==> src/rtl/calendar_set_ctrl_pkg.sv <==
// Shared types and date helpers for the calendar set controller.
// The DATE_CHECK_EN build uses days_in_month to validate UART frames.
package calendar_ctrl_pkg;

    typedef enum logic [2:0] {
        ST_RUN        = 3'd0,
        ST_EDIT_DAY   = 3'd1,
        ST_EDIT_MONTH = 3'd2,
        ST_EDIT_YEAR  = 3'd3,
        ST_LOAD       = 3'd4
    } ctrl_state_e;

    localparam logic [1:0] FIELD_NONE  = 2'd0;
    localparam logic [1:0] FIELD_DAY   = 2'd1;
    localparam logic [1:0] FIELD_MONTH = 2'd2;
    localparam logic [1:0] FIELD_YEAR  = 2'd3;

    // Calendar reset date is 2/2/24.
    localparam logic [6:0] RESET_DAY   = 7'd2;
    localparam logic [6:0] RESET_MONTH = 7'd2;
    localparam logic [6:0] RESET_YEAR  = 7'd24;

    localparam logic [4:0] MONTH_LEN [12] = '{
        5'd31, 5'd28, 5'd31, 5'd30, 5'd31, 5'd30,
        5'd31, 5'd31, 5'd30, 5'd31, 5'd30, 5'd31
    };

    // Returns 0 for an out-of-range month so any day compare fails.
    function automatic logic [4:0] days_in_month(input logic [6:0] month,
                                                 input logic [6:0] year);
        logic [4:0] len;
        logic [3:0] idx;
        len = 5'd0;
        idx = 4'(month - 7'd1);
        if (month >= 7'd1 && month <= 7'd12) begin
            len = MONTH_LEN[idx];
        end
        if (month == 7'd2 && year[1:0] == 2'b00) begin
            len = 5'd29;
        end
        return len;
    endfunction

endpackage

==> src/rtl/calendar_set_ctrl_if.sv <==
// UART frame handshake plus calendar-side control bundle of calendar_set_ctrl.
// Handshake: a frame transfers on a cycle where uart_valid and uart_ready are both high; valid without ready is dropped, never held.
interface calendar_set_ctrl_if;
    logic       uart_valid;
    logic [6:0] uart_day;
    logic [6:0] uart_month;
    logic [6:0] uart_year;
    logic       uart_ready;
    logic       uart_err;

    logic       set;
    logic       less_inc;
    logic       middle_inc;
    logic       big_inc;
    logic       uart_sign;
    logic [6:0] less_uart;
    logic [6:0] middle_uart;
    logic [6:0] big_uart;
    logic [1:0] field_sel;

    modport master (
        output uart_valid, uart_day, uart_month, uart_year,
        input  uart_ready, uart_err, set, less_inc, middle_inc, big_inc,
        input  uart_sign, less_uart, middle_uart, big_uart, field_sel
    );

    modport slave (
        input  uart_valid, uart_day, uart_month, uart_year,
        output uart_ready, uart_err, set, less_inc, middle_inc, big_inc,
        output uart_sign, less_uart, middle_uart, big_uart, field_sel
    );
endinterface

==> src/rtl/calendar_set_ctrl_edge_sync.sv <==
// Multi-flop synchronizer for an asynchronous button level followed by a
// rising-edge detector; rise_o is high for one cycle per synchronized rise.
module edge_sync #(
    parameter int SYNC_STAGES = 2
) (
    input  logic clk,
    input  logic reset,
    input  logic async_i,
    output logic rise_o
);
    logic [SYNC_STAGES-1:0] sync_q;
    logic                   prev_q;

    always_ff @(posedge clk or negedge reset) begin
        if (!reset) begin
            sync_q <= '0;
            prev_q <= 1'b0;
        end else begin
            sync_q <= {sync_q[SYNC_STAGES-2:0], async_i};
            prev_q <= sync_q[SYNC_STAGES-1];
        end
    end

    assign rise_o = sync_q[SYNC_STAGES-1] & ~prev_q;
endmodule

==> src/rtl/calendar_set_ctrl.sv <==
// Sequences calendar set/increment/load controls from panel buttons and UART frames.
// Define DATE_CHECK_EN to validate UART dates before loading (else loaded unchecked).
module calendar_set_ctrl
    import calendar_ctrl_pkg::*;
#(
    parameter int TIMEOUT_S   = 10,
    parameter int SYNC_STAGES = 2
) (
    input  logic                clk,
    input  logic                reset,
    input  logic                tick_1hz,
    input  logic                btn_mode,
    input  logic                btn_inc,
    calendar_set_ctrl_if.slave  bus,
    output ctrl_state_e         state_dbg_o
);
    localparam logic [5:0] TIMEOUT_LIM = 6'(TIMEOUT_S);

    ctrl_state_e state_q, state_d;
    logic [5:0]  tmo_q, tmo_d;
    logic        set_q, set_d;
    logic        sign_q, sign_d;
    logic        less_q, less_d;
    logic        mid_q, mid_d;
    logic        big_q, big_d;
    logic        err_q, err_d;
    logic [1:0]  fsel_q, fsel_d;
    logic [6:0]  day_q, day_d;
    logic [6:0]  mon_q, mon_d;
    logic [6:0]  yr_q, yr_d;

    logic mode_e;
    logic inc_e;
    logic accept;
    logic frame_ok;

    edge_sync #(.SYNC_STAGES(SYNC_STAGES)) u_mode_sync (
        .clk     (clk),
        .reset   (reset),
        .async_i (btn_mode),
        .rise_o  (mode_e)
    );

    edge_sync #(.SYNC_STAGES(SYNC_STAGES)) u_inc_sync (
        .clk     (clk),
        .reset   (reset),
        .async_i (btn_inc),
        .rise_o  (inc_e)
    );

    assign accept = bus.uart_valid && (state_q != ST_LOAD);

`ifdef DATE_CHECK_EN
    assign frame_ok = (bus.uart_month >= 7'd1) && (bus.uart_month <= 7'd12) &&
                      (bus.uart_day >= 7'd1) &&
                      (bus.uart_day <= {2'b00, days_in_month(bus.uart_month, bus.uart_year)}) &&
                      (bus.uart_year <= 7'd99);
`else
    assign frame_ok = 1'b1;
`endif

    always_ff @(posedge clk or negedge reset) begin
        if (!reset) begin
            state_q <= ST_RUN;
            tmo_q   <= 6'd0;
            set_q   <= 1'b0;
            sign_q  <= 1'b0;
            less_q  <= 1'b0;
            mid_q   <= 1'b0;
            big_q   <= 1'b0;
            err_q   <= 1'b0;
            fsel_q  <= FIELD_NONE;
            day_q   <= RESET_DAY;
            mon_q   <= RESET_MONTH;
            yr_q    <= RESET_YEAR;
        end else begin
            state_q <= state_d;
            tmo_q   <= tmo_d;
            set_q   <= set_d;
            sign_q  <= sign_d;
            less_q  <= less_d;
            mid_q   <= mid_d;
            big_q   <= big_d;
            err_q   <= err_d;
            fsel_q  <= fsel_d;
            day_q   <= day_d;
            mon_q   <= mon_d;
            yr_q    <= yr_d;
        end
    end

    // Priority: UART accept, then mode edge, then inc edge, then timeout tick.
    always_comb begin
        state_d = state_q;
        tmo_d   = tmo_q;
        less_d  = 1'b0;
        mid_d   = 1'b0;
        big_d   = 1'b0;
        err_d   = 1'b0;
        day_d   = day_q;
        mon_d   = mon_q;
        yr_d    = yr_q;

        if (accept) begin
            if (frame_ok) begin
                state_d = ST_LOAD;
                tmo_d   = 6'd0;
                day_d   = bus.uart_day;
                mon_d   = bus.uart_month;
                yr_d    = bus.uart_year;
            end else begin
                err_d = 1'b1;
            end
        end else begin
            case (state_q)
                ST_RUN: begin
                    tmo_d = 6'd0;
                    if (mode_e) begin
                        state_d = ST_EDIT_DAY;
                    end
                end
                ST_EDIT_DAY, ST_EDIT_MONTH, ST_EDIT_YEAR: begin
                    if (mode_e) begin
                        tmo_d = 6'd0;
                        case (state_q)
                            ST_EDIT_DAY:   state_d = ST_EDIT_MONTH;
                            ST_EDIT_MONTH: state_d = ST_EDIT_YEAR;
                            default:       state_d = ST_RUN;
                        endcase
                    end else if (inc_e) begin
                        tmo_d  = 6'd0;
                        less_d = (state_q == ST_EDIT_DAY);
                        mid_d  = (state_q == ST_EDIT_MONTH);
                        big_d  = (state_q == ST_EDIT_YEAR);
                    end else if (tick_1hz) begin
                        if (tmo_q + 6'd1 >= TIMEOUT_LIM) begin
                            state_d = ST_RUN;
                            tmo_d   = 6'd0;
                        end else begin
                            tmo_d = tmo_q + 6'd1;
                        end
                    end
                end
                ST_LOAD: begin
                    state_d = ST_RUN;
                    tmo_d   = 6'd0;
                end
                default: begin
                    state_d = ST_RUN;
                    tmo_d   = 6'd0;
                end
            endcase
        end

        set_d  = (state_d != ST_RUN);
        sign_d = (state_d == ST_LOAD);
        case (state_d)
            ST_EDIT_DAY:   fsel_d = FIELD_DAY;
            ST_EDIT_MONTH: fsel_d = FIELD_MONTH;
            ST_EDIT_YEAR:  fsel_d = FIELD_YEAR;
            default:       fsel_d = FIELD_NONE;
        endcase
    end

    assign bus.uart_ready  = (state_q != ST_LOAD);
    assign bus.uart_err    = err_q;
    assign bus.set         = set_q;
    assign bus.uart_sign   = sign_q;
    assign bus.less_inc    = less_q;
    assign bus.middle_inc  = mid_q;
    assign bus.big_inc     = big_q;
    assign bus.field_sel   = fsel_q;
    assign bus.less_uart   = day_q;
    assign bus.middle_uart = mon_q;
    assign bus.big_uart    = yr_q;
    assign state_dbg_o     = state_q;
endmodule

==> src/flat_wrapper.sv <==
// flat-port wrapper written by rule: the top's interface ports become plain ports
module calendar_set_ctrl_flat import calendar_ctrl_pkg::*;
#(
    parameter int TIMEOUT_S   = 10,
    parameter int SYNC_STAGES = 2
)
  (clk, reset, tick_1hz, btn_mode, btn_inc, state_dbg_o, bus_uart_valid, bus_uart_day, bus_uart_month, bus_uart_year, bus_uart_ready, bus_uart_err, bus_set, bus_less_inc, bus_middle_inc, bus_big_inc, bus_uart_sign, bus_less_uart, bus_middle_uart, bus_big_uart, bus_field_sel);
  calendar_set_ctrl_if bus_i ();
  input  logic clk;
  input  logic reset;
  input  logic tick_1hz;
  input  logic btn_mode;
  input  logic btn_inc;
  output ctrl_state_e state_dbg_o;
  input wire logic [$bits(bus_i.uart_valid)-1:0] bus_uart_valid;
  input wire logic [$bits(bus_i.uart_day)-1:0] bus_uart_day;
  input wire logic [$bits(bus_i.uart_month)-1:0] bus_uart_month;
  input wire logic [$bits(bus_i.uart_year)-1:0] bus_uart_year;
  output wire logic [$bits(bus_i.uart_ready)-1:0] bus_uart_ready;
  output wire logic [$bits(bus_i.uart_err)-1:0] bus_uart_err;
  output wire logic [$bits(bus_i.set)-1:0] bus_set;
  output wire logic [$bits(bus_i.less_inc)-1:0] bus_less_inc;
  output wire logic [$bits(bus_i.middle_inc)-1:0] bus_middle_inc;
  output wire logic [$bits(bus_i.big_inc)-1:0] bus_big_inc;
  output wire logic [$bits(bus_i.uart_sign)-1:0] bus_uart_sign;
  output wire logic [$bits(bus_i.less_uart)-1:0] bus_less_uart;
  output wire logic [$bits(bus_i.middle_uart)-1:0] bus_middle_uart;
  output wire logic [$bits(bus_i.big_uart)-1:0] bus_big_uart;
  output wire logic [$bits(bus_i.field_sel)-1:0] bus_field_sel;
  assign bus_i.uart_valid = bus_uart_valid;
  assign bus_i.uart_day = bus_uart_day;
  assign bus_i.uart_month = bus_uart_month;
  assign bus_i.uart_year = bus_uart_year;
  assign bus_uart_ready = bus_i.uart_ready;
  assign bus_uart_err = bus_i.uart_err;
  assign bus_set = bus_i.set;
  assign bus_less_inc = bus_i.less_inc;
  assign bus_middle_inc = bus_i.middle_inc;
  assign bus_big_inc = bus_i.big_inc;
  assign bus_uart_sign = bus_i.uart_sign;
  assign bus_less_uart = bus_i.less_uart;
  assign bus_middle_uart = bus_i.middle_uart;
  assign bus_big_uart = bus_i.big_uart;
  assign bus_field_sel = bus_i.field_sel;
  calendar_set_ctrl #(.TIMEOUT_S(TIMEOUT_S), .SYNC_STAGES(SYNC_STAGES)) u_core (.clk(clk), .reset(reset), .tick_1hz(tick_1hz), .btn_mode(btn_mode), .btn_inc(btn_inc), .bus(bus_i), .state_dbg_o(state_dbg_o));
endmodule
==> config.mk <==
export PLATFORM = sky130hd
export DESIGN_NAME = calendar_set_ctrl_flat
export DESIGN_NICKNAME = d
export VERILOG_FILES = /design/src/rtl/calendar_set_ctrl_pkg.sv /design/src/rtl/calendar_set_ctrl_if.sv /design/src/rtl/calendar_set_ctrl_edge_sync.sv /design/src/rtl/calendar_set_ctrl.sv /design/src/flat_wrapper.sv
export SDC_FILE = /design/constraint.sdc
export NUM_CORES = 1
export LEC_CHECK = 0
export ABC_CLOCK_PERIOD_IN_PS = 4800
export CAP_MARGIN = 25
export CELL_PAD_IN_SITES_DETAIL_PLACEMENT = 0
export CELL_PAD_IN_SITES_GLOBAL_PLACEMENT = 2
export CORE_ASPECT_RATIO = 1.2
export CORE_MARGIN = 2
export CORE_UTILIZATION = 33
export DETAILED_ROUTE_END_ITERATION = 10
export GPL_ROUTABILITY_DRIVEN = 0
export MAX_ROUTING_LAYER = met4
export PLACE_DENSITY = 0.84
export SLEW_MARGIN = 30
export SYNTH_ARGS = -nofsm -noshare
export SYNTH_HDL_FRONTEND = slang
export SYNTH_HIERARCHICAL = 1
export SYNTH_SLANG_ARGS = --single-unit
==> constraint.sdc <==
create_clock -name clk -period 4.8 [get_ports clk]
set_input_delay 0.48 -clock clk [delete_from_list [all_inputs] [get_ports clk]]
set_output_delay 0.48 -clock clk [all_outputs]
set_load 0.01 [all_outputs]
## After elaboration in Yosys (flattened, before gate mapping)

Index checks and enable logic that the tools add are counted.

- $add $sub $neg: 1
- $lt $le $gt $ge: 1
- Equality and inequality tests: 9
- Mux-type cells: 27
- Bitwise gates (word level): 4
- Reductions and logical operators: 4

Operator list:

| cell | count |
|---|---|
| $mux W6 | 6 |
| $mux W3 | 6 |
| $eq A3 B2 Y1 const B | 4 |
| $mux W1 | 12 |
| $add A6 B1 Y6 const B | 1 |
| $eq A3 B1 Y1 const B | 2 |
| $ge A6 B4 Y1 const B | 1 |
| $pmux W2 S3 | 1 |
| $pmux W3 S2 | 1 |
| $ne A5 B2 Y1 const B | 1 |
| $pmux W2 S2 | 1 |
| $eq A3 B3 Y1 const B | 1 |
| $logic_not A3 Y1 | 1 |
| $ne A3 B3 Y1 const B | 1 |
| $reduce_bool A3 Y1 | 1 |
| $reduce_or A3 Y1 | 1 |
| $and A1 B1 Y1 | 2 |
| $not A1 Y1 | 2 |
| $logic_and A1 B1 Y1 | 1 |

- Bits in registers: 43
- Input port bits: 27
- Output and inout bits: 33
- Word-level logic and storage cells: 61

## Logic depth before layout (Yosys ltp)

- Depth after elaboration: 10
- Depth in mapped cells: 7
- Mapped depth without buffers: 5

## By module

Netlist, hierarchy kept.

By module, submodules not included:

| module | times used | cells an instance | area each (µm²) | seq. area each (µm²) |
|---|---|---|---|---|
| calendar_set_ctrl | 1 | 126 | 1731.7 | 930.9 |
| edge_sync | 2 | 4 | 88.8 | 75.1 |

## Worst setup path after synthesis

No wires, ideal clock.

- Kind: reg-to-reg
- Start point: register u_core.tmo_q[0]
- End point: register u_core.set_q (netlist: u_core/bus.set)
- Setup time: 0.110 ns
- Arrival: 1.497 ns
- Data required time: 4.690 ns
- Slack: 3.193 ns
- Stages on the path, launching flop included: 6
- Path buffers: 0
- Period minus slack after synthesis: 1.607 ns
- Path through: dfrtp_1 -> ha_1 -> a311o_1 -> nand2b_1 -> o32ai_2 -> o41ai_1

- Word-level cells in the longest chain between the ends: 9

Ends and longest elaborated chain:

| element | RTL line | source |
|---|---|---|
| start, declared | calendar_set_ctrl.sv:20 | `logic [5:0] tmo_q, tmo_d;` |
| start signal, assigned | calendar_set_ctrl.sv:78 | `tmo_q <= tmo_d;` |
| $add A6 B1 Y6 | calendar_set_ctrl.sv:136 | `if (tmo_q + 6'd1 >= TIMEOUT_LIM) begin` |
| $ge A6 B4 Y1 | calendar_set_ctrl.sv:136 |  |
| $mux W3 | calendar_set_ctrl.sv:136 |  |
| $mux W3 | calendar_set_ctrl.sv:135 | `end else if (tick_1hz) begin` |
| $mux W3 | calendar_set_ctrl.sv:130 | `end else if (inc_e) begin` |
| $mux W3 | calendar_set_ctrl.sv:123 | `if (mode_e) begin` |
| $pmux W3 S2 | calendar_set_ctrl.sv:115 | `case (state_q)` |
| $mux W3 | calendar_set_ctrl.sv:104 | `if (accept) begin` |
| $reduce_bool A3 Y1 | calendar_set_ctrl.sv:155 | `set_d = (state_d != ST_RUN);` |
| via u_core.set_d | calendar_set_ctrl.sv:21 | `logic set_q, set_d;` |
| end signal, assigned | calendar_set_ctrl.sv:79 | `set_q <= set_d;` |
| end, declared | calendar_set_ctrl.sv:21 |  |

The timed path passes the listed nets, and every way through them passes these cells.
A chain may end at the register's enable or synchronous reset.

## Worst setup path after layout

- Start point: register u_core.state_q[0] (netlist: u_core/state_dbg_o[0])
- End point: output bus_uart_ready

- Word-level cells in the longest chain between the ends: 1

Ends and longest elaborated chain:

| element | RTL line | source |
|---|---|---|
| start, declared | calendar_set_ctrl.sv:19 | `ctrl_state_e state_q, state_d;` |
| start signal, assigned | calendar_set_ctrl.sv:77 | `state_q <= state_d;` |
| $ne A3 B3 Y1 | calendar_set_ctrl.sv:165 | `assign bus.uart_ready = (state_q != ST_LOAD);` |
| end, declared | flat_wrapper.sv:19 | `output wire logic [$bits(bus_i.uart_ready)-1:0] bus_uart_ready;` |

No other way between the ends.

==> metrics.yaml <==
status: "completed"
finalWorstSetupSlack_ns: 2.751
seq_area_frac_synth_pct: 56.62
r2r_setup_slack_ns: 2.91
finalHoldViolCount: 0
slew_headroom_pct: 63.33
vias: 1280
ir_worst_vdd_v: 0.0002182
antennaDiodeCount: 0
ios: 60
critPathBufInv: 1
grt_pass1_vias: 1327
tns_ns: 0
detail_route.first_pass.iterations: 4
nNetsFinal: 222
syn_to_final_growth_pct: 35.26
synth-edff-count: 0
grt.total_usage_pct: 12.96
holdBufCountCts: 0
fmax_mhz: 488.0
dp_hpwl_mm: 2.780
seqPwrFrac_pct: 51.0
crit_arrival_ns: 1.57
setup_viol: 0
grt_max_degree: 44
yosys_warnings: 6
syn_inst: 134
cts_buffers: 5
synth_nets: 163
place_worst_setup_slack_ns: 2.725
overflow: 0
p_int_mw: 0.6256
die_y_um: 87.33
period_needed_ns: 2.049
drive_gt1_share_pct: 21.13
synthDistinctLibCells: 43
synth.area.top_cells: "dfrtp_1 51%, mux2_4 15%, dfstp_2 5.5%"
drtAntennaViolNets: 0
maxCapViolations: 0
cp-end-kind: "primary output"
via_per_inst: 4.961
syn-cell-area_um2: 1909
cp_top_family: "flip-flops"
whs_ns: 0.1616
grt_pass1_wl_mm: 6.216
rows: 30
critical-path-slowest-cell: "dfrtp_1"
cts_tree: "built"
htreeDepth: 2
drv_slew: 0
port_buffers: 58
startpoint_type: "register"
clkTransAtPathRegs_ns: 0.08
worstMarginPinSlew_ns: 0.5455
die_x_um: 73.44
worstSetupPathType: "register to primary output"
cts_num_sinks: 43
post-route-period-util_pct: 42.69
clkPwrFrac_pct: 26.4
yosysTopAreaCell: "dfrtp_1"
p_leak_nw: 1.115
synth_seq_cells: 43
cp_max_fo: 9
clock_skew_ns: 0.004932
combPwrFrac_pct: 22.6
route.detailed.drc: 0
core_um2: 5630
async_reset_ff_share_pct: 100.0
power.switching_mw: 0.2061
required_ns: 4.32
cp_cell_sequence: "nor2_4 -> nand2_2 -> clkdlybuf4s50_1"
max_stage_delay_ns: 0.56
antenna_found_initial: 0
netSwitchingFraction_pct: 24.78
clk_latency_ns: 0.29
wl_per_cell_um: 15.15
synth_top_cell_area_share_pct: 51.11
yosysMostFrequentCell: "dfrtp_1"
rsz0062_at_grt: "false"
cts_buffer_depth: 2
syn_area_per_cell_um2: 14.25
initial_core_util_pct: 33.91
hold_path.class: "input pin to asynchronous set/reset pin"
synthFlopType: "dfrtp_1"
root_buffer: "clkbuf_8"
synth_commonest_cells: "39 x dfrtp_1, 19 x mux2_4, 5 x o21ai_0"
cts_resized: 0
routed_wl_mm: 3.908
drt_iter0_drc: 73
cellPowerDensity_nw_per_um2: 322.1
design.die.area_um2: 6413
cts_setup_buffers: 0
[worst reg2reg max path, delay by kind of cell (launching register included)]
family | cells | cell delay, ns
and+or+nand+nor | 1 | 0.31
xor gates and xnor gates | 1 | 0.17
AOI/OAI and AO/OA | 2 | 0.53
DFF | 1 | 0.46
adders and majority gates | 1 | 0.30
[power groups by stage]
stage | clock network, mW | registers [mW] | logic [mW]
3_5_place_dp | 0 | 0.431 | 0.189
6_report | 0.219 | 0.424 | 0.188
5_1_grt | 0.245 | 0.429 | 0.200
4_1_cts | 0.228 | 0.425 | 0.191
2_1_floorplan | 0 | 0.443 | 0.0754
3_3_place_gp | 0 | 0.430 | 0.187
[worst paths after layout]
| check | from | end | cells after the start |
|---|---|---|---|
| max | u_core/state_dbg_o[0] | bus_uart_ready | 3 |
| min | reset | u_core/bus.less_uart[2] | 1 |
| max reg2reg | u_core/tmo_q[0] | u_core/bus.set | 5 |
| min reg2reg | u_core/u_mode_sync/sync_q[0] | u_core/u_mode_sync/sync_q[1] | 0 |
| max in group asynchronous | reset | u_core/bus.big_uart[3] | 1 |
| min in group clk | u_core/u_mode_sync/sync_q[0] | u_core/u_mode_sync/sync_q[1] | 0 |
[cells in the final DEF, fill, tap and decap left out, types with 2 or more instances in the layout]
master,instances
nor2b_4,2
a21o_1,2
nor3_1,2
nand3b_1,4
a21oi_1,4
mux2_4,19
nand4_1,2
dfstp_2,4
clkbuf_8,5
nand2_1,4
inv_1,3
o21ai_0,5
ha_1,2
and3_1,2
nor2_1,3
nand3_1,3
clkdlybuf4s50_1,57
mux2_2,2
dfrtp_1,39
xor2_1,3
nor3b_1,2
nand2b_1,2
[metrics by stage]
step	total power [mW]	util [%]	instance area, um^2	cells
2_1_floorplan	0.5185	-	1909	134
3_3_place_gp	0.6168	44.31	2495	250
3_5_place_dp	0.6198	44.31	2495	250
4_1_cts	0.8439	45.82	2580	258
5_1_grt	0.8738	45.87	2582	258
6_report	0.8317	45.87	2582	258
[cells by family (layout without fill, tap and decap cells)]
family                   after synthesis  after routing  synth area share, %
flip-flops                            43             43                56.62
AND/OR/NAND/NOR                       36             36                12.98
other                                  1              1               0.1964
adder cells (fa/ha/maj)                2              2                1.310
multiplexers                          21             21                16.12
AO/OA/AOI/OAI                         18             18                6.685
buffers and inverters                  9             69                4.259
XOR/XNOR                               4              4                1.835
[metal layers]
layer | vias up | share of wire [%] | track usage [%]
li1 | 591 | - | -
met1 | 627 | 42 | 16.03
met2 | 55 | 49 | 19.90
met3 | 7 | 7.5 | 3.935
met4 | 0 | 1.2 | 4.959
met5 | - | 0 | -
[sequential cells by signal (all words and copies together), names as in the netlist, 2 cells and up]
register                   flops
u_core/u_mode_sync/sync_q      2
u_core/bus.field_sel           2
u_core/bus.middle_uart         7
u_core/bus.big_uart            7
u_core/state_dbg_o             3
u_core/u_inc_sync/sync_q       2
u_core/tmo_q                   6
u_core/bus.less_uart           7
[cell type report]
class | instances | area [um^2]
fillers | 523 | 3048
flip-flops and latches | 43 | 1081
multi-input cells | 82 | 747.0
repair buffers | 58 | 578.1
well taps | 64 | 80.08
clock buffers | 6 | 72.57
clock inverters | 2 | 12.51
inverters | 3 | 11.26
Note: power is estimated with default switching activity, not from simulation.
